`src/rtl/cpa_share_pkg.sv`:
```
// cpa_share_pkg: shared types and helpers for the shared carry-propagate
// adder controller (cpa_share_ctrl) and its ripple slice (cpa_slice).
//   state_e     - sequencer states IDLE/LO/HI/DONE
//   W_DEFAULT   - default slice width
//   sat_value() - saturation constant for a narrow (W) or wide (2W) result;
//                 used only when CPA_SHARE_CTRL_SAT_EN is defined.
package cpa_share_pkg;

    localparam int unsigned W_DEFAULT = 13;

    typedef enum logic [1:0] {
        IDLE = 2'd0,
        LO   = 2'd1,
        HI   = 2'd2,
        DONE = 2'd3
    } state_e;

    // Returns the two's-complement extreme for the op width: min negative when
    // neg=1, max positive otherwise. The result is 64 bits wide so the same
    // helper serves any slice width up to 32; callers size-cast it down.
    function automatic logic [63:0] sat_value(input logic neg, input logic wide,
                                              input int unsigned w);
        int unsigned msb;
        logic [63:0] top;
        msb = wide ? (2 * w - 1) : (w - 1);
        top = 64'd1 << msb;
        return neg ? top : (top - 64'd1);
    endfunction

endpackage

```
`src/rtl/cpa_slice.sv`:
```
// cpa_slice: combinational W-bit ripple-carry adder slice.
// Ports:
//   a_i, b_i  [W-1:0] operands
//   cin_i             carry in
//   sum_o     [W-1:0] a + b + cin modulo 2^W
//   cout_o            carry out of the MSB
//   c_msb_o           carry into the MSB (cout ^ c_msb gives signed overflow)
module cpa_slice #(
    parameter int unsigned W = 13
) (
    input  logic [W-1:0] a_i,
    input  logic [W-1:0] b_i,
    input  logic         cin_i,
    output logic [W-1:0] sum_o,
    output logic         cout_o,
    output logic         c_msb_o
);

    logic [W:0] c;

    always_comb begin
        c     = '0;
        sum_o = '0;
        c[0]  = cin_i;
        for (int i = 0; i < W; i++) begin
            sum_o[i] = a_i[i] ^ b_i[i] ^ c[i];
            c[i+1]   = (a_i[i] & b_i[i]) | (c[i] & (a_i[i] ^ b_i[i]));
        end
    end

    assign cout_o  = c[W];
    assign c_msb_o = c[W-1];

endmodule

```
`src/rtl/cpa_share_ctrl.sv`:
```
// cpa_share_ctrl: time-shares one W-bit adder slice between two requesters.
// A narrow op takes one pass (LO); a wide op takes two (LO then HI), with the
// low-slice carry registered and fed into the high slice.
// Optional build macro: CPA_SHARE_CTRL_SAT_EN - saturate rsp_sum on signed
// overflow (cout/ovf still report raw values). Undefined: raw wrapped sum.
// Ports:
//   clk, reset                   clock, synchronous active-high reset
//   req{0,1}_valid/_ready        requester handshake (ready is combinational)
//   req{0,1}_a/_b [2W-1:0]       operands; narrow ops use [W-1:0]
//   req{0,1}_wide                1 = 2W-bit op
//   rsp_valid/rsp_ready          response handshake
//   rsp_id                       requester index of the op
//   rsp_sum [2W-1:0]             result, upper half 0 for narrow ops
//   rsp_cout, rsp_ovf            carry out / signed overflow of final slice
module cpa_share_ctrl
    import cpa_share_pkg::*;
#(
    parameter int unsigned W = W_DEFAULT
) (
    input  logic           clk,
    input  logic           reset,
    input  logic           req0_valid,
    output logic           req0_ready,
    input  logic [2*W-1:0] req0_a,
    input  logic [2*W-1:0] req0_b,
    input  logic           req0_wide,
    input  logic           req1_valid,
    output logic           req1_ready,
    input  logic [2*W-1:0] req1_a,
    input  logic [2*W-1:0] req1_b,
    input  logic           req1_wide,
    output logic           rsp_valid,
    input  logic           rsp_ready,
    output logic           rsp_id,
    output logic [2*W-1:0] rsp_sum,
    output logic           rsp_cout,
    output logic           rsp_ovf
);

`ifdef CPA_SHARE_CTRL_SAT_EN
    localparam bit SAT_EN = 1'b1;
`else
    localparam bit SAT_EN = 1'b0;
`endif

    state_e         state_q, state_d;
    logic           rr_q, rr_d;
    logic           id_q, id_d;
    logic           wide_q, wide_d;
    logic [2*W-1:0] a_q, a_d;
    logic [2*W-1:0] b_q, b_d;
    logic [2*W-1:0] sum_q, sum_d;
    logic           carry_lo_q, carry_lo_d;
    logic           cout_q, cout_d;
    logic           ovf_q, ovf_d;

    logic           grant;
    logic           accept;
    logic [W-1:0]   op_a, op_b, s_sum;
    logic           op_cin, s_cout, s_cmsb, s_ovf;
    logic [2*W-1:0] sat_val;

    // Arbitration: a lone valid requester wins; on contention the rr pointer
    // picks, and it flips away from each winner so neither side starves.
    always_comb begin
        grant = req1_valid;
        if (req0_valid && req1_valid) grant = rr_q;
    end

    assign req0_ready = (state_q == IDLE) && req0_valid && !grant;
    assign req1_ready = (state_q == IDLE) && req1_valid &&  grant;
    assign accept     = req0_ready || req1_ready;

    // The single slice sees the low halves in LO and the high halves in HI.
    always_comb begin
        op_a   = a_q[W-1:0];
        op_b   = b_q[W-1:0];
        op_cin = 1'b0;
        if (state_q == HI) begin
            op_a   = a_q[2*W-1:W];
            op_b   = b_q[2*W-1:W];
            op_cin = carry_lo_q;
        end
    end

    cpa_slice #(.W(W)) u_slice (
        .a_i    (op_a),
        .b_i    (op_b),
        .cin_i  (op_cin),
        .sum_o  (s_sum),
        .cout_o (s_cout),
        .c_msb_o(s_cmsb)
    );

    assign s_ovf = s_cout ^ s_cmsb;

    // Overflow implies both operands share a sign, so the final slice's A MSB
    // chooses the direction of saturation.
    assign sat_val = (2*W)'(sat_value(op_a[W-1], state_q == HI, W));

    always_comb begin
        state_d    = state_q;
        rr_d       = rr_q;
        id_d       = id_q;
        wide_d     = wide_q;
        a_d        = a_q;
        b_d        = b_q;
        sum_d      = sum_q;
        carry_lo_d = carry_lo_q;
        cout_d     = cout_q;
        ovf_d      = ovf_q;
        unique case (state_q)
            IDLE: begin
                if (accept) begin
                    a_d     = grant ? req1_a : req0_a;
                    b_d     = grant ? req1_b : req0_b;
                    wide_d  = grant ? req1_wide : req0_wide;
                    id_d    = grant;
                    rr_d    = ~grant;
                    state_d = LO;
                end
            end
            LO: begin
                sum_d[W-1:0]   = s_sum;
                sum_d[2*W-1:W] = '0;
                carry_lo_d     = s_cout;
                if (wide_q) begin
                    state_d = HI;
                end else begin
                    cout_d = s_cout;
                    ovf_d  = s_ovf;
                    if (SAT_EN && s_ovf) sum_d = sat_val;
                    state_d = DONE;
                end
            end
            HI: begin
                sum_d[2*W-1:W] = s_sum;
                cout_d         = s_cout;
                ovf_d          = s_ovf;
                if (SAT_EN && s_ovf) sum_d = sat_val;
                state_d = DONE;
            end
            DONE: begin
                if (rsp_ready) state_d = IDLE;
            end
            default: state_d = IDLE;
        endcase
    end

    always_ff @(posedge clk) begin
        if (reset) begin
            state_q    <= IDLE;
            rr_q       <= 1'b0;
            id_q       <= 1'b0;
            wide_q     <= 1'b0;
            a_q        <= '0;
            b_q        <= '0;
            sum_q      <= '0;
            carry_lo_q <= 1'b0;
            cout_q     <= 1'b0;
            ovf_q      <= 1'b0;
        end else begin
            state_q    <= state_d;
            rr_q       <= rr_d;
            id_q       <= id_d;
            wide_q     <= wide_d;
            a_q        <= a_d;
            b_q        <= b_d;
            sum_q      <= sum_d;
            carry_lo_q <= carry_lo_d;
            cout_q     <= cout_d;
            ovf_q      <= ovf_d;
        end
    end

    assign rsp_valid = (state_q == DONE);
    assign rsp_id    = id_q;
    assign rsp_sum   = sum_q;
    assign rsp_cout  = cout_q;
    assign rsp_ovf   = ovf_q;

endmodule

```
`config.mk`:
```
export PLATFORM = sky130hd
export DESIGN_NAME = cpa_share_ctrl
export DESIGN_NICKNAME = d
export VERILOG_FILES = /design/src/rtl/cpa_share_pkg.sv /design/src/rtl/cpa_slice.sv /design/src/rtl/cpa_share_ctrl.sv
export SDC_FILE = /design/constraint.sdc
export NUM_CORES = 1
export LEC_CHECK = 0
export ABC_AREA = 1
export CAP_MARGIN = 30
export CORE_ASPECT_RATIO = 0.6
export CORE_MARGIN = 3
export CORE_UTILIZATION = 51
export CTS_CLUSTER_SIZE = 25
export DETAILED_ROUTE_END_ITERATION = 10
export PLACE_DENSITY = 0.91
export RECOVER_POWER = 25
export SKIP_LAST_GASP = 1
export SYNTH_ARGS = -nofsm -noshare
export SYNTH_HDL_FRONTEND = slang
export SYNTH_SLANG_ARGS = --single-unit
```
`constraint.sdc`:
```
create_clock -name clk -period 13.6 [get_ports clk]
set_input_delay 1.36 -clock clk [delete_from_list [all_inputs] [get_ports clk]]
set_output_delay 1.36 -clock clk [all_outputs]
set_load 0.005 [all_outputs]
```
# Word level (Yosys, flattened, before mapping)

Cells that the tools add are included.

Equal/unequal tests: 6
Muxes and demuxes: 16
Bitwise operators: 67
Reductions and logical operators: 12

Operators with widths:

| cell                                                                    | count |
|---|---|
| 26-bit 2-to-1 mux                                                       | 2 |
| 1-bit bitwise XOR                                                       | 27 |
| 1-bit bitwise AND                                                       | 26 |
| 13-bit 2-to-1 mux                                                       | 2 |
| 13-bit case mux with 2 select lines                                     | 1 |
| 1-bit OR                                                                | 13 |
| 2-bit case mux with 4 select lines                                      | 1 |
| 1-bit 2-to-1 mux                                                        | 6 |
| 2-bit AND reduction                                                     | 3 |
| 1-bit logical AND                                                       | 5 |
| 2-bit equality test, second input constant                              | 2 |
| 2-bit 2-to-1 mux                                                        | 2 |
| 2-bit inequality test, second input constant                            | 2 |
| 1-bit case mux with 2 select lines                                      | 2 |
| 2-bit by 1-bit equality test with 1-bit output, second input constant   | 1 |
| 2-bit logical NOT                                                       | 1 |
| 2-bit by 1-bit inequality test with 1-bit output, second input constant | 1 |
| 2-bit nonzero test                                                      | 1 |
| 1-bit logical NOT                                                       | 1 |
| 1-bit logical OR                                                        | 1 |
| 1-bit NOT                                                               | 1 |

Register bits after elaboration: 86
Input port bits: 111
Word-level logic and storage cells: 112

# Logic depth before layout (Yosys ltp)

Depth in word-level cells: 32
Depth in mapped cells: 26

# Hierarchy

Synthesis repeated with hierarchy kept, for this count alone.

Cell total of the unflattened synthesis: 723
Area total of the unflattened synthesis: 4640.7 um2

Modules (own cells, without submodules):

| module         | instances | cells an instance | area each (um2) |
|---|---|---|---|
| cpa_share_ctrl | 1         | 700               | 4342.9 |
| cpa_slice      | 1         | 23                | 297.8 |

# Least setup slack after synthesis

No wires, ideal clock.

Path kind: register to register
Start: register state_q[0]
End: register ovf_q (netlist: rsp_ovf)
Library setup time: 64 ps
Data arrival time: 6972 ps
Data required time: 13536 ps
Setup slack: 6564 ps
Cell stages (with the launch flop): 27
Clock period less this slack: 7036 ps
Cell sequence: dfxtp_1 > inv_1 > ha_1 > buf_2 > buf_1 > nand2_1 > inv_1 > fa_1 > fa_1 > fa_1 > fa_1 > fa_1 > fa_1 > fa_1 > fa_1 > fa_1 > fa_1 > inv_1 > fa_1 > fa_1 > inv_1 > fa_1 > inv_1 > nor2_1 > o21ai_0 > nand2_1 > nor2_1

Longest elaborated chain between the ends: 32

RTL lines:

| item                               | RTL line                                    | source |
|---|---|---|
| start: declaration                 | cpa_share_ctrl.sv:46                        | `state_e state_q, state_d;` |
| start signal: assignment           | cpa_share_ctrl.sv:163                       | `state_q <= state_d;` |
| 2-bit equality test                | cpa_share_ctrl.sv:79, cpa_share_ctrl.sv:112 |  |
| 13-bit 2-to-1 mux                  | cpa_share_ctrl.sv:79                        | `if (state_q == HI) begin` |
| 1-bit bitwise XOR                  | cpa_slice.sv:27                             | `c[i+1] = (a_i[i] & b_i[i]) \| (c[i] & (a_i[i] ^ b_i[i]));` |
| 1-bit bitwise AND                  | cpa_slice.sv:27                             |  |
| 1-bit OR                           | cpa_slice.sv:27                             |  |
| 1-bit bitwise AND                  | cpa_slice.sv:27                             |  |
| 1-bit OR                           | cpa_slice.sv:27                             |  |
| 1-bit bitwise AND                  | cpa_slice.sv:27                             |  |
| (+16 left out)                     | n/a                                         |  |
| 1-bit OR                           | cpa_slice.sv:27                             |  |
| 1-bit bitwise AND                  | cpa_slice.sv:27                             |  |
| 1-bit OR                           | cpa_slice.sv:27                             |  |
| 1-bit bitwise AND                  | cpa_slice.sv:27                             |  |
| 1-bit OR                           | cpa_slice.sv:27                             |  |
| 1-bit bitwise XOR                  | cpa_share_ctrl.sv:95                        | `assign s_ovf = s_cout ^ s_cmsb;` |
| 1-bit 2-to-1 mux                   | cpa_share_ctrl.sv:127                       | `if (wide_q) begin` |
| 1-bit case mux with 2 select lines | cpa_share_ctrl.sv:112                       | `unique case (state_q)` |
| end signal: assignment             | cpa_share_ctrl.sv:172                       | `ovf_q <= ovf_d;` |
| end: declaration                   | cpa_share_ctrl.sv:55                        | `logic ovf_q, ovf_d;` |

Several ways; a longest one is shown, not always the timed one. The select of a mux whose other input is x is not followed.
A chain may end at the register's enable or synchronous reset.

# Worst setup path in the final report

Ends and elaborated chain as after synthesis.

==> flow_results.org <==
** Status
- The flow ran to the end, and the final reports show no timing, DRC or antenna violations.

** Drt
- Ratio of routed vias to standard cells :: 5.38
- Routed len/inst :: 15.6 um
- Total Routed Length :: 14600 um
- DRC violation count after routing :: 0
- Count of routing violations after the opening detailed-route iteration :: 508
- Number of iterations in the first detailed-routing pass :: 5
- Total via count in the routed design :: 5028
- In this run the remaining antenna-violating nets after routing total 0.

** Critical path
- Of all nets on the critical path, the largest fanout is 40.
- Slowest Stage Delay on Critical Path :: 0.49 ns
- Among the stages of the critical path, the cell type that occurs most often is fa_1.
- STA puts the critical path data required time at 13.87 ns.
- Critical path origin :: state_q[0]
- Top delay family on crit path :: adder cells
- On the critical path, the stage with the largest delay is an instance of fa_1.
- Data arrival time of the critical path :: 8.27 ns
- The worst setup path is captured at a flop.
- The startpoint identified for the worst register-to-register timing path is state_q[0].
- By startpoint and endpoint, the worst setup path is classified as flop to flop.
- Together, buffers and inverters on the worst path number 6.
- Worst Setup Start Kind :: flop

** CTS
- TritonCTS built the clock tree.
- Cell at the root of the clock tree :: clkbuf_16
- Number of buffers added to fix hold violations after cts :: 0
- Buffers inserted during clock tree synthesis total 9.
- The clock drives 86 sinks.
- The clock reaches the later pin of the worst-skew pair after 0.34 ns.
- After clock tree synthesis, the clock-pin slew on the worst setup and hold paths is 0.06 ns.
- Post-CTS timing repair inserted 0 buffers for setup.
- Max Buffers Root-to-Sink :: 2
- Number of levels in the clock H-tree :: 3
- Post-cts repair resize count :: 0

** STA
- Hold Violations, Final :: 0
- Setup total negative slack on the finished layout was measured at 0 ns.
- The max-slew violation count was 0.
- Static timing analysis puts the maximum clock frequency at 125 MHz.
- At the pin with the least slew margin, the transition time is 0.977 ns.
- Setup violations remaining at the end of the flow were counted as 0.
- Between clock sinks in the finished design, the worst skew comes to 0.00577 ns.
- Final critical delay including setup and external delays :: 8.00 ns
- Tcrit/Tclk final :: 58.8%
- Setup repair after global routing left no endpoint under its margin.
- Worst max-slew margin expressed relative to the limit :: 34.8%

** Synth
- Counting every net in the synthesized netlist gives 835.
- Average footprint of a synthesized cell :: 6.55 um2
- Post-synthesis compound-gate area fraction :: 5.14%
- Summing the areas of all and, or, nand and nor instances in the mapped netlist gives 38.6% of the synthesized area.
- Yosys synthesis warning count :: 0
- Xor-xnor portion of the synthesized cell area :: 0%
- Counting distinct cell types in the post-synthesis netlist gives 18.
- Summing the areas of all fa, ha and maj instances in the mapped netlist gives 6.98% of the synthesized area.
- Post-synthesis sequential area ratio :: 37.2%
- Number of standard cells after synthesis :: 706
- After synthesis, the largest family of logic cells by area is simple AND/OR/NAND/NOR gates.
- Area of the mapped netlist :: 4620 um2
- The synthesized design contains 86 register bits.
- Multiplexer fraction of the synthesized cell area :: 0.866%

** Die
- The die covers 10300 um2.
- Placeable core area :: 8650 um2
- The die is 79.8 um tall.
- 143 I/O pins were placed.
- From left edge to right edge, the die measures 129 um.
- After floorplanning, the core was divided into 26 placement rows.
- Starting density of the core :: 53.4%

** Pwr
- Worst supply voltage drop on vdd :: 0.0968 mV
- Pwr dens :: 177 nW/um2
- Leakage component of the power :: 3.11 nW

** Global routing
- Summed over all layers, the global routing overflow is 0.
- Entering global routing, the biggest net connects 57 pins.
- The initial antenna violation count was 0.
- Global-route wire length before repair :: 23100 um
- Vias in the first global route :: 4669
- Combined global-route utilization of all metal layers :: 28.4%

** Finish
- The repair_antennas step left the layout with diodes totalling 0.
- In the layout the commonest cells are nand2_1 (161), nand3_1 (134), nor2_1 (127).
- Most common cell after layout, fill and taps aside :: nand2_1
- Of the cells placed in the final design, the portion with a size suffix greater than 1 is 3.28%.
- Leaving out filler cells and counting taps, the final layout contains 935.
- At the end of the flow, the number of nets in the layout was 947.
- Compared with the post-synthesis result, the final layout area differs by 37.0%.

** Place
- In this run, placement finished with an instance count of 918.
- During placement, the flow inserted port buffers numbering 142.
- Half-perimeter wire length after detailed placement :: 10400 um
- At the end of routability-driven placement, the weighted congestion stood at 0.921.

** Job
- The tool flagged a number of max-cap violations equal to 0.

** Worst hold path
- Hold path startpoint :: rsp_sum[13]
- Path category of the worst min-delay check :: flop to flop
[synth_stat cells]
library cell    n  area [um2]
a21oi_1        28         140
buf_6           4        45.0
nand3b_1        1        7.51
inv_1          78         293
dfxtp_1        86        1720
nand2_1       161         604
nand2_2         4        25.0
ha_1            5        62.6
nor2_1        127         477
buf_1           8        30.0
mux2i_1         4        40.0
a2bb2oi_1       2        17.5
nand3_1       134         671
inv_2           2        7.51
fa_1           13         260
clkbuf_1       19        71.3
buf_2          14        70.1
o21ai_0        16        80.1
[worst reg2reg max path, cell delays in order (launching register included)]
cell and delay, ns:
dfxtp_1 0.34, inv_1 0.17, ha_1 0.19, buf_4 0.38
inv_1 0.41, nand2_1 0.16, nand2_1 0.08, fa_1 0.42
fa_1 0.46, fa_1 0.49, fa_1 0.47, fa_1 0.46
fa_1 0.46, fa_1 0.46, fa_1 0.47, fa_1 0.49
fa_1 0.42, inv_1 0.09, fa_1 0.21, fa_1 0.21
inv_1 0.09, fa_1 0.45, inv_1 0.12, nor2_1 0.08
o21ai_0 0.14, nand2_1 0.08, nor2_1 0.13
[where the power goes]
part	leakage [nW]	switching (mW)	internal, mW
Clock	0.145	0.103	0.148
Sequential	0.707	0.0426	0.316
Combinational	2.26	0.320	0.194
Total	3.11	0.466	0.657
[cell families after synthesis]
logic type,count (synthesis)
and+or+nand+nor,427
buffers and inverters,125
DFF,86
AOI/OAI and AO/OA,46
adders and majority gates,18
muxes,4
[flip-flops by register name (all words and copies together), names as in the netlist]
| name | count |
|---|---|
| state_q | 2 |
| rr_q | 1 |
| rsp_id | 1 |
| wide_q | 1 |
| rsp_sum | 26 |
| b_q | 26 |
| a_q | 26 |
| rsp_cout | 1 |
| carry_lo_q | 1 |
| rsp_ovf | 1 |
[metrics by stage]
stage | power [mW] | instance area, um2 | hold slack, ns | worst slack (ns) | util [%]
finish | 1.12 | 6330 | 0.472 | 5.60 | 73.2
global placement | 0.840 | 5980 | 0.449 | 6.03 | 69.1
detailed placement | 0.867 | 6010 | 0.458 | 5.71 | 69.4
global route | 1.19 | 6330 | 0.507 | 5.25 | 73.2
floorplan | 0.696 | 4620 | 0.440 | 6.56 | -
CTS | 1.12 | 6310 | 0.471 | 5.68 | 72.9
[layer usage]
layer	GRT usage [%]	routed length, um
met1	37.6	6160
met2	45.6	6450
met3	7.75	1680
met4	8.28	311
met5	0	0
[area by class of cell]
cell class	instances	area, um2
multi-input cells	495	2380
fillers	625	2320
flip-flops and latches	86	1720
repair buffers	146	1480
inverters	80	300
clock buffers	10	239
well taps	112	140
clock inverters	6	67.6
[worst paths after layout]
kind,slack (ns),cells after the start,endpoint
worst min register to register,0.47,2,rsp_sum[13]
worst max-delay path,5.60,26,rsp_ovf
worst max register to register,5.60,26,rsp_ovf
worst min-delay path,0.47,2,rsp_sum[13]
(Power assumes the default switching activity.)
